[config.mk]
export PLATFORM = sky130hd
export DESIGN_NAME = uart_escape_parser_flat
export DESIGN_NICKNAME = d
export VERILOG_FILES = /design/src/rtl/vt_pkg.sv /design/src/rtl/uart_escape_parser_if.sv /design/src/rtl/vt_param_accum.sv /design/src/rtl/uart_escape_parser.sv /design/src/flat_wrapper.sv
export SDC_FILE = /design/constraint.sdc
export NUM_CORES = 1
export LEC_CHECK = 0
export ABC_AREA = 1
export CORE_MARGIN = 3
export CORE_UTILIZATION = 55
export CTS_CLUSTER_DIAMETER = 80
export DETAILED_ROUTE_END_ITERATION = 8
export GPL_TIMING_DRIVEN = 0
export PLACE_DENSITY = 0.91
export SLEW_MARGIN = 10
export SYNTH_ARGS = -nofsm -noshare
export SYNTH_HDL_FRONTEND = slang
export SYNTH_SLANG_ARGS = --single-unit
export TNS_END_PERCENT = 50
[constraint.sdc]
create_clock -name clk -period 4.5 [get_ports clk]
set_clock_uncertainty 0.05 [all_clocks]
set_input_delay 0.45 -clock clk [delete_from_list [all_inputs] [get_ports clk]]
set_output_delay 0.45 -clock clk [all_outputs]
set_load 0.01 [all_outputs]
[src/rtl/vt_pkg.sv]
// Shared types and byte constants for the VT100-style escape parser.
// Opcodes carry an OP_ prefix so they can coexist with the raw byte constants.
package vt_pkg;

    typedef enum logic [3:0] {
        OP_NOP   = 4'd0,
        OP_PRINT = 4'd1,
        OP_CR    = 4'd2,
        OP_LF    = 4'd3,
        OP_BS    = 4'd4,
        OP_TAB   = 4'd5,
        OP_CUU   = 4'd6,
        OP_CUD   = 4'd7,
        OP_CUF   = 4'd8,
        OP_CUB   = 4'd9,
        OP_CUP   = 4'd10,
        OP_ED    = 4'd11,
        OP_EL    = 4'd12,
        OP_SGR   = 4'd13
    } cmd_op_e;

    typedef enum logic [1:0] {
        ST_GROUND     = 2'd0,
        ST_ESCAPE     = 2'd1,
        ST_CSI_PARAM  = 2'd2,
        ST_CSI_IGNORE = 2'd3
    } state_e;

    localparam logic [7:0] ESC       = 8'h1B;
    localparam logic [7:0] CAN       = 8'h18;
    localparam logic [7:0] SUB       = 8'h1A;
    localparam logic [7:0] CR        = 8'h0D;
    localparam logic [7:0] LF        = 8'h0A;
    localparam logic [7:0] BS        = 8'h08;
    localparam logic [7:0] TAB       = 8'h09;
    localparam logic [7:0] CSI_OPEN  = 8'h5B;
    localparam logic [7:0] PARAM_SEP = 8'h3B;

    // C0 controls that execute in every state except ESCAPE.
    function automatic cmd_op_e ctrl_op(input logic [7:0] b);
        case (b)
            CR:      return OP_CR;
            LF:      return OP_LF;
            BS:      return OP_BS;
            TAB:     return OP_TAB;
            default: return OP_NOP;
        endcase
    endfunction

    // Cursor counts and positions treat an absent or zero parameter as 1.
    function automatic logic [7:0] default_one(input logic [7:0] p);
        return (p == 8'd0) ? 8'd1 : p;
    endfunction

endpackage

[src/rtl/uart_escape_parser_if.sv]
// Byte-in / command-out bundle of the escape parser.
interface uart_escape_parser_if;
    import vt_pkg::*;

    logic       rx_valid;
    logic [7:0] rx_data;
    logic       cmd_valid;
    cmd_op_e    cmd_op;
    logic [7:0] cmd_char;
    logic [7:0] cmd_arg0;
    logic [7:0] cmd_arg1;
    logic [1:0] state_dbg;

    modport master (
        output rx_valid, rx_data,
        input  cmd_valid, cmd_op, cmd_char, cmd_arg0, cmd_arg1, state_dbg
    );

    modport slave (
        input  rx_valid, rx_data,
        output cmd_valid, cmd_op, cmd_char, cmd_arg0, cmd_arg1, state_dbg
    );

endinterface

[src/rtl/vt_param_accum.sv]
// Saturating decimal accumulator for one CSI parameter: p = min(p*10 + d, PARAM_MAX).
module vt_param_accum #(
    parameter int PARAM_MAX = 255
) (
    input  logic       clk,
    input  logic       rst,
    input  logic       i_clear,
    input  logic       i_digit_en,
    input  logic [3:0] i_digit,
    output logic [7:0] o_value
);

    localparam logic [11:0] CEIL_12 = 12'(PARAM_MAX);
    localparam logic [7:0]  CEIL_8  = 8'(PARAM_MAX);

    logic [7:0]  r_value;
    logic [11:0] w_sum;

    // 12 bits hold 255*10+9 without wrapping, so the ceiling compare is exact.
    assign w_sum = ({4'd0, r_value} * 12'd10) + {8'd0, i_digit};

    always_ff @(posedge clk) begin
        if (rst || i_clear) begin
            r_value <= 8'd0;
        end else if (i_digit_en) begin
            r_value <= (w_sum > CEIL_12) ? CEIL_8 : w_sum[7:0];
        end
    end

    assign o_value = r_value;

endmodule

[src/rtl/uart_escape_parser.sv]
// Streaming VT100/ANSI escape parser: one UART byte per cycle in, at most one
// registered terminal command out on the following cycle.
module uart_escape_parser
    import vt_pkg::*;
#(
    parameter int PARAM_MAX = 255
) (
    input  logic                 clk,
    input  logic                 rst,
    uart_escape_parser_if.slave  bus
);

    state_e     r_state;
    logic [1:0] r_idx;
    logic       r_cmd_valid;
    cmd_op_e    r_op;
    logic [7:0] r_char;
    logic [7:0] r_arg0;
    logic [7:0] r_arg1;

    logic [7:0] w_p0;
    logic [7:0] w_p1;
    logic       w_clear;
    logic       w_dig0;
    logic       w_dig1;
    logic       w_is_digit;
    logic       w_printable;
    logic       w_final;
    logic       w_to_ignore;
    cmd_op_e    w_ctrl;
    cmd_op_e    w_final_op;
    logic [7:0] w_final_a0;
    logic [7:0] w_final_a1;

    always_comb begin
        w_is_digit  = (bus.rx_data >= 8'h30) && (bus.rx_data <= 8'h39);
        w_printable = (bus.rx_data >= 8'h20) && (bus.rx_data <= 8'h7E);
        w_final     = (bus.rx_data >= 8'h40) && (bus.rx_data <= 8'h7E);
        w_to_ignore = ((bus.rx_data >= 8'h3C) && (bus.rx_data <= 8'h3F)) ||
                      ((bus.rx_data >= 8'h20) && (bus.rx_data <= 8'h2F));
        w_ctrl      = ctrl_op(bus.rx_data);
        w_clear     = bus.rx_valid && (r_state == ST_ESCAPE) && (bus.rx_data == CSI_OPEN);
        // Digits past the second parameter reach neither accumulator.
        w_dig0      = bus.rx_valid && (r_state == ST_CSI_PARAM) && w_is_digit && (r_idx == 2'd0);
        w_dig1      = bus.rx_valid && (r_state == ST_CSI_PARAM) && w_is_digit && (r_idx == 2'd1);
    end

    always_comb begin
        w_final_op = OP_NOP;
        w_final_a0 = w_p0;
        w_final_a1 = w_p1;
        case (bus.rx_data)
            8'h41: begin w_final_op = OP_CUU; w_final_a0 = default_one(w_p0); w_final_a1 = 8'd0; end
            8'h42: begin w_final_op = OP_CUD; w_final_a0 = default_one(w_p0); w_final_a1 = 8'd0; end
            8'h43: begin w_final_op = OP_CUF; w_final_a0 = default_one(w_p0); w_final_a1 = 8'd0; end
            8'h44: begin w_final_op = OP_CUB; w_final_a0 = default_one(w_p0); w_final_a1 = 8'd0; end
            8'h48, 8'h66: begin
                w_final_op = OP_CUP;
                w_final_a0 = default_one(w_p0);
                w_final_a1 = default_one(w_p1);
            end
            8'h4A: w_final_op = OP_ED;
            8'h4B: w_final_op = OP_EL;
            8'h6D: w_final_op = OP_SGR;
            default: ;
        endcase
    end

    vt_param_accum #(.PARAM_MAX(PARAM_MAX)) u_p0 (
        .clk        (clk),
        .rst        (rst),
        .i_clear    (w_clear),
        .i_digit_en (w_dig0),
        .i_digit    (bus.rx_data[3:0]),
        .o_value    (w_p0)
    );

    vt_param_accum #(.PARAM_MAX(PARAM_MAX)) u_p1 (
        .clk        (clk),
        .rst        (rst),
        .i_clear    (w_clear),
        .i_digit_en (w_dig1),
        .i_digit    (bus.rx_data[3:0]),
        .o_value    (w_p1)
    );

    always_ff @(posedge clk) begin
        if (rst) begin
            r_state     <= ST_GROUND;
            r_idx       <= 2'd0;
            r_cmd_valid <= 1'b0;
            r_op        <= OP_NOP;
            r_char      <= 8'd0;
            r_arg0      <= 8'd0;
            r_arg1      <= 8'd0;
        end else begin
            r_cmd_valid <= 1'b0;
            if (bus.rx_valid) begin
                case (r_state)
                    ST_GROUND: begin
                        if (w_printable) begin
                            r_cmd_valid <= 1'b1;
                            r_op        <= OP_PRINT;
                            r_char      <= bus.rx_data;
                        end else if (w_ctrl != OP_NOP) begin
                            r_cmd_valid <= 1'b1;
                            r_op        <= w_ctrl;
                            r_char      <= 8'd0;
                        end else if (bus.rx_data == ESC) begin
                            r_state <= ST_ESCAPE;
                        end
                    end
                    ST_ESCAPE: begin
                        if (bus.rx_data == CSI_OPEN) begin
                            r_state <= ST_CSI_PARAM;
                            r_idx   <= 2'd0;
                        end else if (bus.rx_data != ESC) begin
                            r_state <= ST_GROUND;
                        end
                    end
                    default: begin
                        // CSI_PARAM and CSI_IGNORE share control-byte and abort handling.
                        if (w_ctrl != OP_NOP) begin
                            r_cmd_valid <= 1'b1;
                            r_op        <= w_ctrl;
                            r_char      <= 8'd0;
                        end else if (bus.rx_data == ESC) begin
                            r_state <= ST_ESCAPE;
                        end else if ((bus.rx_data == CAN) || (bus.rx_data == SUB)) begin
                            r_state <= ST_GROUND;
                        end else if (w_final) begin
                            r_state <= ST_GROUND;
                            if ((r_state == ST_CSI_PARAM) && (w_final_op != OP_NOP)) begin
                                r_cmd_valid <= 1'b1;
                                r_op        <= w_final_op;
                                r_char      <= 8'd0;
                                r_arg0      <= w_final_a0;
                                r_arg1      <= w_final_a1;
                            end
                        end else if (r_state == ST_CSI_PARAM) begin
                            if (bus.rx_data == PARAM_SEP) begin
                                r_idx <= (r_idx == 2'd2) ? 2'd2 : r_idx + 2'd1;
                            end else if (w_to_ignore) begin
                                r_state <= ST_CSI_IGNORE;
                            end
                        end
                    end
                endcase
            end
        end
    end

    assign bus.cmd_valid = r_cmd_valid;
    assign bus.cmd_op    = r_op;
    assign bus.cmd_char  = r_char;
    assign bus.cmd_arg0  = r_arg0;
    assign bus.cmd_arg1  = r_arg1;
    assign bus.state_dbg = r_state;

endmodule

[src/flat_wrapper.sv]
// flat-port wrapper written by rule: the top's interface ports become plain ports
module uart_escape_parser_flat import vt_pkg::*;
#(
    parameter int PARAM_MAX = 255
)
  (clk, rst, bus_rx_valid, bus_rx_data, bus_cmd_valid, bus_cmd_op, bus_cmd_char, bus_cmd_arg0, bus_cmd_arg1, bus_state_dbg);
  uart_escape_parser_if bus_i ();
  input  logic clk;
  input  logic rst;
  input wire logic [$bits(bus_i.rx_valid)-1:0] bus_rx_valid;
  input wire logic [$bits(bus_i.rx_data)-1:0] bus_rx_data;
  output wire logic [$bits(bus_i.cmd_valid)-1:0] bus_cmd_valid;
  output wire logic [$bits(bus_i.cmd_op)-1:0] bus_cmd_op;
  output wire logic [$bits(bus_i.cmd_char)-1:0] bus_cmd_char;
  output wire logic [$bits(bus_i.cmd_arg0)-1:0] bus_cmd_arg0;
  output wire logic [$bits(bus_i.cmd_arg1)-1:0] bus_cmd_arg1;
  output wire logic [$bits(bus_i.state_dbg)-1:0] bus_state_dbg;
  assign bus_i.rx_valid = bus_rx_valid;
  assign bus_i.rx_data = bus_rx_data;
  assign bus_cmd_valid = bus_i.cmd_valid;
  assign bus_cmd_op = bus_i.cmd_op;
  assign bus_cmd_char = bus_i.cmd_char;
  assign bus_cmd_arg0 = bus_i.cmd_arg0;
  assign bus_cmd_arg1 = bus_i.cmd_arg1;
  assign bus_state_dbg = bus_i.state_dbg;
  uart_escape_parser #(.PARAM_MAX(PARAM_MAX)) u_core (.clk(clk), .rst(rst), .bus(bus_i));
endmodule
==> results.ini <==
[min_path]
worst_hold_path_type=in -> reg

[setup_path]
cp_cell_instances=ha_1, ha_1, fa_1, nand2_1, nor2_1, nand2_1, a21oi_1, nand3_1, nand2_1, nand4_1, nor2_1, nor2_1
worst_path_max_delay_cell=fa_1
crit_path_end_kind=register
required_ns=4.65
top_fanout_value_on_the_critical_path=8
critical_path_class=reg -> reg
start_kind=register
cpPeakStageDelay_ns=0.58
arrival_ns=3.03

[finish]
layout-drive-gt1-share=0.0524
n_fill_cell=522
fin_nets=623
layout-area-overhead-vs-synth_pct=17.4
antenna_diode_count=0

[power]
power.leakage_nw=2.10
total_power_mw=0.861
power.density_cell_area_mw_per_mm2=208
power.ir.vdd_worst_v=0.000157

[clock_network]
clock_tree.buffer_depth=2
ctsHtreeMaxLevel=2
clock-sinks=49
numCtsBuffers=5
post-cts-setup-buffers=0
tritoncts=done
path_clk_slew_ns=0.09
cts_hold_buffers=0
ctsResizeCount=0
clock_latency_on_the_worst_skew_pair_ns=0.30
clk_root_buffer_cell=clkbuf_8

[route]
routed_wire_length_per_instance_um=13.4
route.detailed.drc=0
drt_pass1_iterations=5
drt-initial-drc-count=205
routed_wirelength_um=8680
vias=3523
route.antenna.remaining_nets=0
viasPerCell=5.44

[sta]
timing_hold_violations_final=0
total_negative_slack_ns=0
rsz0062_at_grt=false
maxSlewHeadroom=0.625
finalMaxSlewViolations=0
period_share=0.639
finalSetupViolations=0
worst_slew_pin_slew_ns=0.558
finalCriticalPeriod_ns=2.88
clock.fmax_ghz=0.348

[grt]
grt_pass1_vias=3486
antenna_found_initial=0
grt_max_degree=16
grt_first_pass_wirelength_um=15400
groute.usage.overall=0.249
grt-ovfl-total=0

[logic_synthesis]
portion_of_the_post_synthesis_area_used_by_sequential_elements=0.279
ys_ff_latch=49
netlist.top_cell.by_area=dfxtp_1
synthesis.area_sq_mm=0.00352
dominantRegCellSynth=dfxtp_1
synth_top_area_share=0.279
yosysWarnings=0
edff_count_synth=0
synthesis.area_per_instance_sq_um=6.71
synth.distinct_cells=35
synth.area.top_cells=dfxtp_1, ha_1, nand2_1
synth_nets=576
ys_async_sr_fraction=0
postSynthCellCount=525

[outcome]
run_status=complete, no violations

[job]
cap_viol_max_count=0

[floorplan]
die_width_um=86.0
floorplan.die.height_um=86.0
core_area_sq_mm=0.00606
initial_utilization=0.581
std_cell_rows=28
pin_count=42
area_of_the_die_sq_mm=0.00740

[place]
place.detailed.hpwl_um=6780
place.port_buffers=40
globalplace.congestion=0.933

[cell families after synthesis]
kind of cell             Yosys count  share of synthesized area
flip-flops                        49                      0.279
AND/OR/NAND/NOR                  299                      0.369
buffers and inverters             60                     0.0700
adder cells (fa/ha/maj)           40                      0.151
AO/OA/AOI/OAI                     63                     0.0967
XOR/XNOR                          14                     0.0348
[worst paths after layout]
| check | from | to | slack (ns) | cells after the start |
|---|---|---|---|---|
| min reg2reg | u_core.bus.cmd_char[7] | u_core.bus.cmd_char[7] | 0.39 | 2 |
| max reg2reg | u_core.u_p0.o_value[1] | u_core.u_p0.o_value[2] | 1.62 | 12 |
| max | u_core.u_p0.o_value[1] | u_core.u_p0.o_value[2] | 1.62 | 12 |
| min | bus_rx_data[0] | u_core.u_p0.o_value[0] | 0.36 | 3 |
[worst max-delay path: cells and delay by family, from the launching register on]
| family | cells | cell delay, ns |
|---|---|---|
| AOI/OAI and AO/OA | 1 | 0.19 |
| adders and majority gates | 3 | 1.10 |
| DFF | 1 | 0.49 |
| and+or+nand+nor | 8 | 0.94 |
[cell usage after synthesis, types with 2 or more instances]
cell / n
nor3_1: 4
xor2_1: 8
xnor2_1: 6
inv_1: 50
nor4_1: 3
nand2_4: 2
o21ai_0: 41
buf_6: 2
nor2_2: 3
nand3_1: 35
a31oi_1: 4
ha_1: 36
nand2_1: 118
nor2_1: 110
nand2_2: 6
nand4_1: 10
nand3b_1: 2
a21boi_0: 3
a21oi_1: 10
fa_1: 4
dfxtp_1: 49
inv_2: 2
clkbuf_1: 4
nand3_2: 2
[flip-flops by register name, indices dropped and copies added, names as in the netlist]
signal / count
u_core.bus.cmd_op: 4
u_core.u_p1.o_value: 8
u_core.u_p0.o_value: 8
u_core.bus.cmd_valid: 1
u_core.bus.cmd_char: 8
u_core.bus.cmd_arg0: 8
u_core.bus.state_dbg: 2
u_core.bus.cmd_arg1: 8
u_core.r_idx: 2
[power by group]
group / switching, mW / internal (mW) / leakage, nW
sequential: 0.00232 / 0.438 / 0.396
combinational: 0.0539 / 0.0319 / 1.64
clock: 0.154 / 0.181 / 0.0574
[per-layer routing]
metal | GRT usage | up-vias | wire length (um)
li1 | - | 1799 | -
met1 | 0.311 | 1593 | 3710
met2 | 0.432 | 115 | 4260
met3 | 0.0259 | 16 | 452
met4 | 0.105 | 0 | 261
met5 | 0 | - | 0
[layout make-up]
class                           instances  area (sq um)  share of cell area
Buffer                                  7          45.0              0.0109
Clock inverter                          2          37.5             0.00908
Inverter                               53           201              0.0487
Timing Repair Buffer                   40           400              0.0968
Sequential cell                        49           981               0.237
Multi-Input combinational cell        416          2290               0.555
Tap cell                               75          93.8              0.0227
Clock buffer                            6          82.6              0.0200
[through the flow]
step,instance area [sq um],hold WS [ns],std cells,worst slack (ns),util
2_1_floorplan,3520,0.414,525,2.04,-
3_3_place_gp,4020,0.379,640,1.61,0.662
3_5_place_dp,4020,0.379,640,1.55,0.662
4_1_cts,4140,0.359,648,1.65,0.682
5_1_grt,4140,0.377,648,1.41,0.682
6_report,4140,0.359,648,1.62,0.682
[placed cells by master, fill, tap and decap left out, drive strengths merged]
| cell type | netlist | routed |
|---|---|---|
| nand2 | 126 | 126 |
| clkbuf | 4 | 10 |
| xnor2 | 6 | 6 |
| nand3 | 37 | 37 |
| inv | 53 | 53 |
| o31ai | 1 | 1 |
| and2 | 1 | 1 |
| nor4 | 3 | 3 |
| nor2 | 115 | 115 |
| a211oi | 1 | 1 |
| xor2 | 8 | 8 |
| a21boi | 3 | 3 |
| nand4 | 10 | 10 |
| nand3b | 2 | 2 |
| dfxtp | 49 | 49 |
| nor3 | 5 | 5 |
| clkinvlp | 0 | 1 |
| o21ai | 41 | 41 |
| ha | 36 | 36 |
| bufinv | 0 | 1 |
| buf | 3 | 3 |
| o21bai | 1 | 1 |
| a21o | 1 | 1 |
| a21oi | 10 | 10 |
| fa | 4 | 4 |
| clkdlybuf4s50 | 0 | 40 |
| o21a | 1 | 1 |
| a31oi | 4 | 4 |
Power figures use the tool's default switching activity.
